## src/rtl/axi4_read_arbiter.sv

```systemverilog
// Two-requester AXI4 read arbiter onto a single memory read port.
// One outstanding read, round-robin on ties, sticky DATA-phase timeout flag.
module axi4_read_arbiter #(
  parameter int TIMEOUT = 1024,
  parameter int ADDR_W  = 32
) (
  input  logic                clk,
  input  logic                reset,
  input  logic [1:0]          s_arvalid,
  output logic [1:0]          s_arready,
  input  logic [2*ADDR_W-1:0] s_araddr,
  input  logic [5:0]          s_arprot,
  output logic [1:0]          s_rvalid,
  input  logic [1:0]          s_rready,
  output logic [63:0]         s_rdata,
  output logic                m_arvalid,
  input  logic                m_arready,
  output logic [ADDR_W-1:0]   m_araddr,
  output logic [2:0]          m_arprot,
  input  logic                m_rvalid,
  output logic                m_rready,
  input  logic [31:0]         m_rdata,
  output logic                grant_id,
  output logic                busy,
  output logic                timeout_err
);

  typedef enum logic [1:0] {
    IDLE,
    ADDR,
    DATA
  } state_t;

  localparam logic [15:0] TMO = 16'(TIMEOUT);

  state_t            state;
  state_t            state_nxt;
  logic              last_grant;
  logic              pick;
  logic              grant_nxt;
  logic [ADDR_W-1:0] addr_q;
  logic [2:0]        prot_q;
  logic [15:0]       wait_cnt;
  logic [15:0]       wait_nxt;
  logic              err_nxt;
  logic              r_hs;

  // On a tie the requester that did not complete last wins.
  always_comb begin
    unique case (s_arvalid)
      2'b01:   pick = 1'b0;
      2'b10:   pick = 1'b1;
      2'b11:   pick = ~last_grant;
      default: pick = 1'b0;
    endcase
  end

  assign r_hs = (state == DATA) && m_rvalid
              && s_rready[grant_id];

  always_comb begin
    state_nxt = state;
    grant_nxt = grant_id;
    wait_nxt  = wait_cnt;
    err_nxt   = timeout_err;
    m_arvalid = 1'b0;
    m_rready  = 1'b0;
    s_arready = 2'b00;
    s_rvalid  = 2'b00;
    unique case (state)
      IDLE: begin
        if (|s_arvalid) begin
          state_nxt = ADDR;
          grant_nxt = pick;
        end
      end
      ADDR: begin
        m_arvalid           = 1'b1;
        s_arready[grant_id] = m_arready;
        if (m_arready) begin
          state_nxt = DATA;
          wait_nxt  = 16'd0;
        end
      end
      DATA: begin
        s_rvalid[grant_id] = m_rvalid;
        m_rready           = s_rready[grant_id];
        if (r_hs) begin
          state_nxt = IDLE;
        end else if (!m_rvalid) begin
          if (wait_cnt != 16'hFFFF) begin
            wait_nxt = wait_cnt + 16'd1;
          end
          if (wait_nxt >= TMO) begin
            err_nxt = 1'b1;
          end
        end
      end
      default: state_nxt = IDLE;
    endcase
  end

  always_ff @(posedge clk or posedge reset) begin
    if (reset) begin
      state       <= IDLE;
      grant_id    <= 1'b0;
      last_grant  <= 1'b1;
      wait_cnt    <= 16'd0;
      timeout_err <= 1'b0;
      addr_q      <= '0;
      prot_q      <= 3'b000;
    end else begin
      state       <= state_nxt;
      grant_id    <= grant_nxt;
      wait_cnt    <= wait_nxt;
      timeout_err <= err_nxt;
      if (r_hs) begin
        last_grant <= grant_id;
      end
      // Capture the winner's fields so a dropped request keeps AR stable.
      if (state == IDLE && |s_arvalid) begin
        addr_q <= pick ? s_araddr[ADDR_W +: ADDR_W]
                       : s_araddr[0 +: ADDR_W];
        prot_q <= pick ? s_arprot[5:3] : s_arprot[2:0];
      end
    end
  end

  assign m_araddr = addr_q;
  assign m_arprot = prot_q;
  assign s_rdata  = {m_rdata, m_rdata};
  assign busy     = (state != IDLE);

endmodule

```

## config.mk

```make
export PLATFORM = sky130hd
export DESIGN_NAME = axi4_read_arbiter
export DESIGN_NICKNAME = d
export VERILOG_FILES = /design/src/rtl/axi4_read_arbiter.sv
export SDC_FILE = /design/constraint.sdc
export NUM_CORES = 1
export LEC_CHECK = 0
export BUFFER_PORTS_ARGS = -buffer_cell sky130_fd_sc_hd__buf_2
export CAP_MARGIN = 40
export CELL_PAD_IN_SITES_DETAIL_PLACEMENT = 1
export CELL_PAD_IN_SITES_GLOBAL_PLACEMENT = 2
export CORE_MARGIN = 1.5
export CORE_UTILIZATION = 23
export CTS_CLUSTER_DIAMETER = 200
export DETAILED_ROUTE_END_ITERATION = 6
export GPL_ROUTABILITY_DRIVEN = 0
export PLACE_DENSITY_LB_ADDON = 0.1
export SETUP_SLACK_MARGIN = 0.15
export SYNTH_ARGS = -nofsm -noshare
export SYNTH_HDL_FRONTEND = slang
export SYNTH_SLANG_ARGS = --single-unit
```

## constraint.sdc

```tcl
create_clock -name clk -period 2.37 [get_ports clk]
set_input_delay 0 -clock clk [delete_from_list [all_inputs] [get_ports clk]]
set_output_delay 0 -clock clk [all_outputs]
set_load 0.02 [all_outputs]
```

==> summary.md, run 1 <==
| Metric | Value |
|---|---|
| Run status | finished, violations left |
| Failing checks | hold timing |
| Nets@finish | 576 |
| Crit-path cells | nand4_1 > or2_4 > nor3_1 > a31oi_1 > a211oi_1 |
| Cell area after synthesis | 0.00338 mm^2 |
| Vias per inst | 4.27 |
| Gr ovfl total | 0 |
| Met3 routed WL | approximately 750 um |
| DRT iter0 DRCs | 50 |
| Largest net degree at the start of global routing | between 50 and 60 |
| Max_cap viols | 0 |
| Global-route wire length before repair | 15,100 um |
| Placement Rows | 44 |
| CTS tree | done |
| Die ar. | 0.0154 mm^2 |
| CP Data Arrival Time | roughly 2.1 ns |
| HPWL after DPL | 6230 um |
| Worst-margin pin slew | 0.766 ns |
| DRC | 0 |
| Critical Path Fanout Max | 5 |
| Worst vdd ir | 309 uV |
| Antenna diodes | 0 |
| Cell Pwr Density | ~920 mW/mm^2 |
| Synth area leader | dfrtp_1 |
| Slowest stage delay, CP | 0.43 ns |
| Setup Skew | 0.00711 ns |
| Yosys cell types | 45 |
| CTS clk-pin slew, worst paths | ~0.080 ns |
| Final hold vios | 2 |
| Clk Tree Root Cell | clkbuf_16 |
| Required @ worst endpoint | 2.58 ns |
| Clock sink count | 56 |
| CTS Buf Count | 5 |
| Ys Warns | 0 |
| Area of the multi-input gates | 0.00142 mm^2 |
| Reg area | 0.00140 mm^2 |
| Die X-Extent | 124 um |
| Total core area | 0.0144 mm^2 |
| WL final | 8990 um |
| CP Class | reg -> reg |
| FMAX | 0.529 GHz |
| Detail Route Antenna Nets | 0 |
| Count of input and output buffers | 121 |
| Fin crit share | roughly 80% |
| Number of flops mapped to enable cells by yosys | 0 |
| CP endpoint kind | register |
| WL met1 | 3790 um |
| CP delay by family, top | simple AND/OR/NAND/NOR gates |
| Layout Area Growth over Synthesis | 31.5% |
| Hold slack | -0.00719 ns |
| Top Metal Used | met4 |
| Startpoint Class | register |
| Fill count | 1,712 |
| Post-Synthesis Cells | ~360 |
| Top cells by area, synth | dfrtp_1 (41%), buf_4 (14%), mux2i_1 (11%) |
| Htree depth | 2 |
| Post-synth top area share | between 40% and 50% |
| Critical-path top delay cell | dfrtp_1 |
| Die span in y | 124 um |
| Synth async-reset ratio | 100% |
| Lkg Pwr | between 2 and 2.5 nW |
| Worst relative slew slack | between 40% and 50% |
| Clk buf depth | 2 |
| WL per Instance | 13.8 um |
| Worst Hold Class | in -> reg |
| Met2 Routed Length | 4270 um |
| Ys flop type | dfrtp_1 |
| RSZ-0062 raised after global routing | no |
| Final setup viols | 0 |
| Register area share after synthesis | just over 40% |
| Max Slew Vio Count | 0 |
| Proportion of layout cells with a drive suffix above 1 | between 30% and 40% |
| Tmin final | 1.89 ns |
| Synth Net Count | 469 |
| Antenna violations before repair | 0 |
| First drt pass iteration count | 4 |
| Vias in the first global route | 3,051 |
| Starting density of the core | around a quarter |
| TNS Setup | 0 ns |
| GR Util All Layers | approximately an eighth |
| #FFs+latches synth | 56 |
| Vias post-DR | 2,778 |
| Worst-Skew Late Latency | 0.31 ns |
| Worst path bufs/invs | 0 |
| Boundary Pins | approximately 220 |
| PostCTS Resize Cnt | 0 |
| Syn Area/Cell | 9.44 um^2 |
-- path summary, 6_finish.rpt --
check                                              from                        to  slack (ns)  cells after the start
max in group asynchronous                         reset  wait_cnt[13]$_DFFE_PP0P_        1.41                      4
worst max register to register  wait_cnt[7]$_DFFE_PP0P_  wait_cnt[14]$_DFFE_PP0P_        0.48                      5
worst min register to register  m_arprot[1]$_DFFE_PP0P_   m_arprot[1]$_DFFE_PP0P_        0.48                      2
worst max-delay path            wait_cnt[7]$_DFFE_PP0P_  wait_cnt[14]$_DFFE_PP0P_        0.48                      5
min in group asynchronous                         reset  m_araddr[19]$_DFFE_PP0P_        0.46                      4
worst min-delay path                        s_araddr[9]   m_araddr[9]$_DFFE_PP0P_      -0.007                      3
-- synthesized netlist by cell type (3+ instances only) --
library cell and number:
a21oi_1 5, nor4_1 4, nor4_2 5, buf_2 8
clkbuf_1 8, a31oi_1 3, o21ai_0 43, nor2_1 15
inv_1 6, nand3_1 7, buf_4 64, nor2b_1 3
dfrtp_1 55, nand2_1 46, nor3_1 5, mux2i_1 37
xnor2_1 10
-- worst reg2reg max path, cell delays in order, from the launching register on --
cell and delay (ns):
dfrtp_1 0.43, nand4_1 0.26, or2_4 0.34, nor3_1 0.40, a31oi_1 0.15, a211oi_1 0.22
-- per-layer routing --
layer / global-route usage, % / vias up
met4: 5.48 / 0
met1: 13.7 / 1301
li1: - / 1374
met3: 4.53 / 13
met5: 0 / -
met2: 20.4 / 90
-- cells in the final DEF, fill, tap and decap left out, types with 2 or more instances in the layout --
| cell | count |
|---|---|
| clkinvlp_4 | 2 |
| buf_4 | 3 |
| and4_1 | 2 |
| nor4_2 | 5 |
| nand2_1 | 46 |
| a211oi_1 | 2 |
| nor3_1 | 5 |
| a31oi_1 | 3 |
| buf_2 | 121 |
| mux2_2 | 2 |
| buf_12 | 2 |
| and3_1 | 2 |
| nand4_1 | 2 |
| mux2i_1 | 37 |
| xnor2_1 | 10 |
| nor4_1 | 4 |
| or2_1 | 2 |
| nor2_1 | 15 |
| dlygate4sd3_1 | 55 |
| a21oi_1 | 5 |
| nor2b_1 | 3 |
| dfrtp_1 | 55 |
| nand3_1 | 7 |
| inv_1 | 5 |
| clkbuf_16 | 5 |
| o21ai_0 | 43 |
-- registers in the layout, summed over array words and instances, names as in the netlist --
name,flops
m_arprot,3
wait_cnt,16
timeout_err,1
last_grant,1
state,2
grant_id,1
m_araddr,32
-- what timing repair did --
item | in CTS | in global routing
hold buffers | 55 | 0
setup buffers | 0 | 0
endpoints found under the hold margin | 85 | 0
-- area by class of cell --
cell class / instances / area share (%)
timing repair buffer: 181 / 27.4
tap: 184 / 5.18
inverter: 6 / 0.507
sequential: 56 / 31.6
clock buffer: 6 / 3.13
multi-input combinational: 215 / 31.9
clock inverter: 2 / 0.338
-- report_power, final --
part	switching (mW)	total, mW	leakage, nW	internal, mW
Clock	0.373	0.795	0.0691	0.422
Combinational	1.11	1.79	1.32	0.673
Sequential	0.218	1.52	0.708	1.30
-- kinds of logic after synthesis --
kind of cell,synth area share [%]
multiplexers,11.6
XOR/XNOR,2.59
AND/OR/NAND/NOR,16.5
adder cells (fa/ha/maj),0.370
flip-flops,41.5
AO/OA/AOI/OAI,10.1
buffers and inverters,17.3
-- per-stage QoR --
stage | worst slack [ns] | area (um^2) | power (mW) | cells | util (%)
detailed placement | 0.485 | 3740 | 3.28 | 587 | 25.9
global placement | 0.422 | 3740 | 3.26 | 587 | 25.9
CTS | 0.461 | 4440 | 4.20 | 650 | 30.8
global route | 0.328 | 4440 | 4.46 | 650 | 30.8
finish | 0.480 | 4440 | 4.10 | 650 | 30.8
floorplan | 0.607 | 3380 | 2.75 | 358 | -
Power figures use the tool's default switching activity.
==> run 2, diff against run 1 <==
--- a/config.mk
+++ b/config.mk
@@ -5,12 +5,13 @@
 export SDC_FILE = /design/constraint.sdc
 export NUM_CORES = 1
 export LEC_CHECK = 0
+export ABC_AREA = 1
 export BUFFER_PORTS_ARGS = -buffer_cell sky130_fd_sc_hd__buf_2
 export CAP_MARGIN = 40
 export CELL_PAD_IN_SITES_DETAIL_PLACEMENT = 1
 export CELL_PAD_IN_SITES_GLOBAL_PLACEMENT = 2
 export CORE_MARGIN = 1.5
-export CORE_UTILIZATION = 23
+export CORE_UTILIZATION = 19
 export CTS_CLUSTER_DIAMETER = 200
 export DETAILED_ROUTE_END_ITERATION = 6
 export GPL_ROUTABILITY_DRIVEN = 0
==> constraint.sdc (replaced) <==
create_clock -name clk -period 1.5 [get_ports clk]
set_input_delay 0 -clock clk [delete_from_list [all_inputs] [get_ports clk]]
set_output_delay 0 -clock clk [all_outputs]
set_load 0.02 [all_outputs]
==> run 2 against run 1 <==
  * The run ends with setup timing left
  * Sequential cell count unchanged
  * Die area up 21%
  * Total power up 130%
  * Area after synthesis up 0.37%
  * Critical path depth up 5
  * Non-clock buffer count up 83
  * Global-route usage up 3.2 points
  * Register-to-register slack worse by 0.59 ns
  * Clock skew up 0.0050 ns
  * Combinational power rose to 3.1 times the previous value
  * First-iteration DRC count up 96%
  * Largest cell class is now non-clock buffers
==> summary.md, run 2 <==
| Metric | Value |
|---|---|
| GRT met3 Usage | between 4 and 5% |
| Top cells by area, synth | dfrtp_1 (41%), buf_4 (14%), o21ai_0 (11%) |
| Worst hold stages | 0 |
| CTS Buf Count | 5 |
| Top-count cell post-synth | nand2_1 |
| Worst vdd ir | 574 uV |
| Clk buf depth | 2 |
| Synth Net Count | ~560 |
| Setup Skew | 0.0121 ns |
| Gr ovfl total | 0 |
| Vias in the first global route | 4,150 |
| Largest family of logic cells by synthesized area | simple AND/OR/NAND/NOR gates |
| Worst R2R Setup Slack | -0.11 ns |
| Vias per inst | 4.19 |
| HPWL after DPL | 8800 um |
| First drt pass iteration count | 4 |
| Layout Area Growth over Synthesis | 70.0% |
| Hold Crit Endpoint | s_rdata[37] |
| Global-route wire length before repair | approximately 22,000 um |
| Lkg Pwr | roughly 2.8 nW |
| Commonest non-fill, non-tap cell in the layout | buf_2 |
| Boundary Pins | 218 |
| Startpoint Class | register |
| Synth Area in Simple Gates | 22.8% |
| Mux cell area share after synthesis | 0% |
| Final hold vios | 0 |
| GR Util All Layers | 15.4% |
| Required @ worst endpoint | between 1.5 and 2 ns |
| Number of flops mapped to enable cells by yosys | 0 |
| Cell area after placement | around 0.0041 mm^2 |
| Failing checks | setup timing |
| CTS tree | done |
| DRT iter0 DRCs | 98 |
| Count of input and output buffers | 121 |
| Proportion of layout cells with a drive suffix above 1 | 45.8% |
| WL per Instance | 15.7 um |
| Most frequent cells after synthesis | nand2_1 (78), o21ai_0 (76), nor2_1 (65) |
| Die ar. | approximately 0.019 mm^2 |
| Ys flop type | dfrtp_1 |
| Cell Pwr Density | 1610 mW/mm^2 |
| RSZ-0062 raised after global routing | yes |
| Syn Area/Cell | 7.62 um^2 |
| Tmin final | between 1.5 and 2 ns |
| Worst relative slew slack | 76.8% |
| Die X-Extent | between 100 and 150 um |
| Final Worst Setup Slack | -0.108 ns |
| Most frequent cells in the layout | buf_2 (116), dlygate4sd3_1 (70), nand2_1 (63), nor2_1 (55), dfrtp_1 (51) |
| #FFs+latches synth | 56 |
| Starting density of the core | 19.5% |
| WL final | 13,600 um |
| Max Slew Vio Count | 0 |
| Fin area | 0.00577 mm^2 |
| Total core area | 0.0174 mm^2 |
| Vias post-DR | 3,621 |
| Reg2reg start | wait_cnt[1]$_DFFE_PP0P_ |
| Crit path launch | wait_cnt[1]$_DFFE_PP0P_ |
| Final setup viols | 11 |
| Final Total Pwr | about 9.3 mW |
| Critical Path Fanout Max | 5 |
| CTS clk-pin slew, worst paths | roughly 0.08 ns |
| Run status | finished, violations left |
| Fin crit share | 107% |
| Cell area after synthesis | 0.00339 mm^2 |
| Worst Hold Class | in -> out |
| Max_cap viols | 0 |
| CP endpoint kind | register |
| Hold Crit Start | m_rdata[5] |
| Post-synth top area share | 40.6% |
| Worst-Skew Late Latency | 0.31 ns |
| Largest net degree at the start of global routing | 57 |
| Synth Area in Adders | 0.369% |
| CP Class | reg -> reg |
| Met2 Track Usage GR | 29.1% |
| DRC | 0 |
| Number of flip-flops in the largest register | 32 |
| Post-Synthesis Cells | 445 |
| Htree depth | 2 |
| FMAX | 0.622 GHz |
| Clock sink count | 56 |
| Synth area leader | dfrtp_1 |
| Nets@finish | 750 |
| Antenna diodes | 0 |
| Register area share after synthesis | approximately two fifths |
| Ys Warns | 0 |
| Yosys cell types | 28 |
| Synth async-reset ratio | between 90% and 100% |
| Worst-margin pin slew | 0.348 ns |
| Complex-gate fraction of the synthesized area | about 15% |
| Busiest grt layer | met2 |
| Synth Area in XOR/XNOR | 1.03% |
| M1 GR Usage | 16.6% |
| CP Data Arrival Time | 1.81 ns |
| R2R depth | 10 |
| Die span in y | between 100 and 150 um |
| Clk Tree Root Cell | clkbuf_16 |
| Antenna violations before repair | 3 |
| Placement Rows | 48 |
| Detail Route Antenna Nets | 0 |
| Worst R2R End | wait_cnt[1]$_DFFE_PP0P_ |
run 2: cell families after synthesis:
family,after synthesis
simple gates,178
buf+inv,110
compound gates,96
flops,56
xor+xnor,4
fa+ha+maj,1
run 2: worst max-delay path by stage:
| stage | end | slack, ns | cells after the start |
|---|---|---|---|
| detailed placement | wait_cnt[5]$_DFFE_PP0P_ | -0.09 | 9 |
| CTS | wait_cnt[9]$_DFFE_PP0P_ | -0.05 | 9 |
| finish | wait_cnt[1]$_DFFE_PP0P_ | -0.11 | 10 |
| global route | wait_cnt[1]$_DFFE_PP0P_ | -0.20 | 10 |
| floorplan | wait_cnt[9]$_DFFE_PP0P_ | 0.05 | 10 |
| global placement | timeout_err$_DFFE_PP0P_ | -0.06 | 11 |
run 2: per-stage QoR:
| step | util [%] | hold slack [ns] | setup TNS (ns) | setup slack [ns] | cells |
|---|---|---|---|---|---|
| after floorplan | - | 0.0801 | 0 | 0.0533 | 445 |
| after global placement | 23.6 | 0.000201 | -0.125 | -0.0592 | 750 |
| after detailed placement | 23.6 | 0.000201 | -0.588 | -0.0912 | 750 |
| after CTS | 32.1 | 0.000201 | -0.172 | -0.0474 | 854 |
| after global routing | 33.2 | 0.0000444 | -3.74 | -0.203 | 865 |
| final | 33.2 | 0.0000114 | -0.395 | -0.108 | 865 |
run 2: repair_timing:
item / in CTS / in global routing
hold endpoints to repair: 92 / 0
hold buffers: 70 / 0
buffers inserted: 19 / 11
cloned: 7 / 0
setup endpoints to repair: 56 / 61
gates resized for setup: 129 / 39
pin swaps: 40 / 22
run 2: metal layers:
layer / routed length, um / share of wire [%]
met5: 16 / 0.12
met2: 7380 / 54
met4: 168 / 1.2
met1: 5320 / 39
met3: 680 / 5.0
run 2: cell type report:
cell class              count  area [um^2]
clock buffers               6          129
clock inverters             2         13.8
fillers                  2030        11600
inverters                  33          140
multi-input cells         279         1620
flip-flops and latches     56         1410
well taps                 225          282
repair buffers            264         2170
run 2: where the power goes:
part	internal (mW)	switching [mW]	leakage, nW
clock	0.628	0.631	0.0712
sequential	2.12	0.403	0.698
combinational	2.57	2.91	2.01
run 2: worst max-delay path: stages, from the launching register on:
cell and delay, ns:
dfrtp_1 0.40, ha_4 0.18, inv_4 0.04, nor2_4 0.12, nand2_4 0.07, nor2_4 0.18
a21oi_4 0.12, buf_6 0.14, buf_6 0.10, o21ai_2 0.10, nor2_1 0.04
==> run 3, diff against run 2 <==
--- a/config.mk
+++ b/config.mk
@@ -5,13 +5,13 @@
 export SDC_FILE = /design/constraint.sdc
 export NUM_CORES = 1
 export LEC_CHECK = 0
-export ABC_AREA = 1
+export ABC_AREA = 0
 export BUFFER_PORTS_ARGS = -buffer_cell sky130_fd_sc_hd__buf_2
 export CAP_MARGIN = 40
 export CELL_PAD_IN_SITES_DETAIL_PLACEMENT = 1
 export CELL_PAD_IN_SITES_GLOBAL_PLACEMENT = 2
 export CORE_MARGIN = 1.5
-export CORE_UTILIZATION = 19
+export CORE_UTILIZATION = 21
 export CTS_CLUSTER_DIAMETER = 200
 export DETAILED_ROUTE_END_ITERATION = 6
 export GPL_ROUTABILITY_DRIVEN = 0
==> run 3 against run 2 <==
  * Highest routed layer is now met4
  * Cell count is 12% lower
  * Total power fell by 2.6%
  * Non-clock buffer count fell by 1
  * Worst setup slack worse by 0.060 ns
  * First-iteration DRC count is 23% lower
  * The run still ends with setup timing left
==> summary.md, run 3 (synthesis gave the netlist of run 1 again) <==
| Metric | Value |
|---|---|
| Run status | finished, violations left |
| Failing checks | setup timing |
| CP endpoint kind | register |
| Worst relative slew slack | 75.6% |
| Die X-Extent | about 130 um |
| GR Util All Layers | around 14% |
| Clk Tree Root Cell | clkbuf_16 |
| Startpoint Class | register |
| Antenna diodes | 0 |
| Worst R2R Setup Slack | -0.17 ns |
| RSZ-0062 raised after global routing | yes |
| Final hold vios | 0 |
| Required @ worst endpoint | 1.73 ns |
| Worst-margin pin slew | 0.365 ns |
| CTS clk-pin slew, worst paths | 0.07 ns |
| Fin area | 0.00587 mm^2 |
| Total core area | 0.0158 mm^2 |
| First drt pass iteration count | 4 |
| CP Data Arrival Time | 1.89 ns |
| WL final | 11,500 um |
| Critical Path Fanout Max | 6 |
| Largest net degree at the start of global routing | about 50 |
| Worst hold stages | 0 |
| Detail Route Antenna Nets | 0 |
| Layout Area Growth over Synthesis | 73.8% |
| Worst Hold Class | in -> out |
| Boundary Pins | 218 |
| FMAX | 0.600 GHz |
| Die span in y | 130 um |
| Lkg Pwr | approximately 2.8 nW |
| Global-route wire length before repair | 18,200 um |
| Commonest non-fill, non-tap cell in the layout | buf_2 |
| Place WS | -0.197 ns |
| Max_cap viols | 0 |
| Vias in the first global route | 3,491 |
| Clk buf depth | 2 |
| Fin crit share | 111% |
| Cell Pwr Density | 1540 mW/mm^2 |
| DRC | 0 |
| Vias per inst | 4.21 |
| Tmin final | 1.67 ns |
| Starting density of the core | 21.4% |
| Clock sink count | 56 |
| Worst-Skew Late Latency | 0.31 ns |
| Gr ovfl total | 0 |
| Reg2reg start | wait_cnt[4]$_DFFE_PP0P_ |
| DRT iter0 DRCs | 75 |
| Count of input and output buffers | roughly 120 |
| Worst R2R End | wait_cnt[11]$_DFFE_PP0P_ |
| Cell area after placement | 0.00416 mm^2 |
| Worst vdd ir | approximately 560 uV |
| Placement Rows | 46 |
| CTS tree | done |
| TNS Setup | -3.41 ns |
| Die ar. | 0.0169 mm^2 |
| WL per Instance | between 15 and 20 um |
| Hold Crit Start | m_rdata[29] |
| Hold Crit Endpoint | s_rdata[29] |
| Proportion of layout cells with a drive suffix above 1 | 54.7% |
| Nets@finish | 658 |
| CP Class | reg -> reg |
| Final Worst Setup Slack | -0.168 ns |
| Htree depth | 2 |
| Setup Skew | 0.00975 ns |
| Number of flip-flops in the largest register | 32 |
| CTS Buf Count | 5 |
| Final setup viols | 51 |
| Antenna violations before repair | 0 |
| R2R depth | 5 |
| Max Slew Vio Count | 0 |
| HPWL after DPL | 7310 um |
| Vias post-DR | between 3,000 and 4,000 |
| Most frequent cells in the layout | buf_2 (115), dlygate4sd3_1 (64), dfrtp_1 (53), buf_4 (50), mux2i_1 (37) |
run 3: metal layers:
layer / share of wire [%] / global-route usage (%)
met4: 1.4 / 3.79
met3: 6.6 / 5.13
met2: 51 / 24.2
met5: 0 / 0
met1: 41 / 16.4
run 3: worst max-delay path by stage:
stage / cells after the start / slack (ns) / startpoint / end
after floorplan: 4 / -0.18 / wait_cnt[7]$_DFFE_PP0P_ / wait_cnt[15]$_DFFE_PP0P_
after global routing: 7 / -0.27 / wait_cnt[10]$_DFFE_PP0P_ / wait_cnt[9]$_DFFE_PP0P_
after detailed placement: 6 / -0.20 / wait_cnt[1]$_DFFE_PP0P_ / timeout_err$_DFFE_PP0P_
final: 5 / -0.17 / wait_cnt[4]$_DFFE_PP0P_ / wait_cnt[11]$_DFFE_PP0P_
after global placement: 6 / -0.19 / wait_cnt[0]$_DFFE_PP0P_ / timeout_err$_DFFE_PP0P_
after CTS: 5 / -0.20 / wait_cnt[10]$_DFFE_PP0P_ / wait_cnt[11]$_DFFE_PP0P_
run 3: cell type report:
class / instances / area, um^2
clock inverters: 2 / 16.3
multi-input cells: 215 / 1810
repair buffers: 263 / 2220
well taps: 216 / 270
clock buffers: 6 / 129
inverters: 6 / 26.3
flip-flops and latches: 56 / 1410
fillers: 1786 / 9950
run 3: report_power, final:
group / internal, mW / switching (mW)
clock: 0.626 / 0.593
combinational: 2.70 / 2.60
sequential: 2.06 / 0.440
total: 5.38 / 3.64
run 3: timing repair:
action                                 4_1_cts  5_1_grt
cloned                                       9        1
setup buffers                               10       11
pin swaps                                   40       17
hold buffers                                64        0
endpoints found under the hold margin       88        0
gates resized for setup                    110       56
setup endpoints to repair                   58       59
run 3: critical path, stage by stage, from the launching register on:
cell and delay [ns]:
dfrtp_1 0.40, nand4_4 0.16, or2_4 0.31, or3_4 0.39
or2_1 0.23, a21oi_2 0.11
run 3: metrics by stage:
| step | hold slack [ns] | power [mW] | utilization, % | cells |
|---|---|---|---|---|
| final | 0.0000113 | 9.02 | 37.1 | 764 |
| after floorplan | 0.0801 | 4.42 | - | 358 |
| after CTS | 0.000211 | 8.58 | 34.9 | 752 |
| after global routing | 0.0000484 | 9.63 | 37.1 | 764 |
| after detailed placement | -0.0460 | 5.47 | 26.3 | 661 |
| after global placement | -0.0473 | 5.42 | 26.3 | 661 |
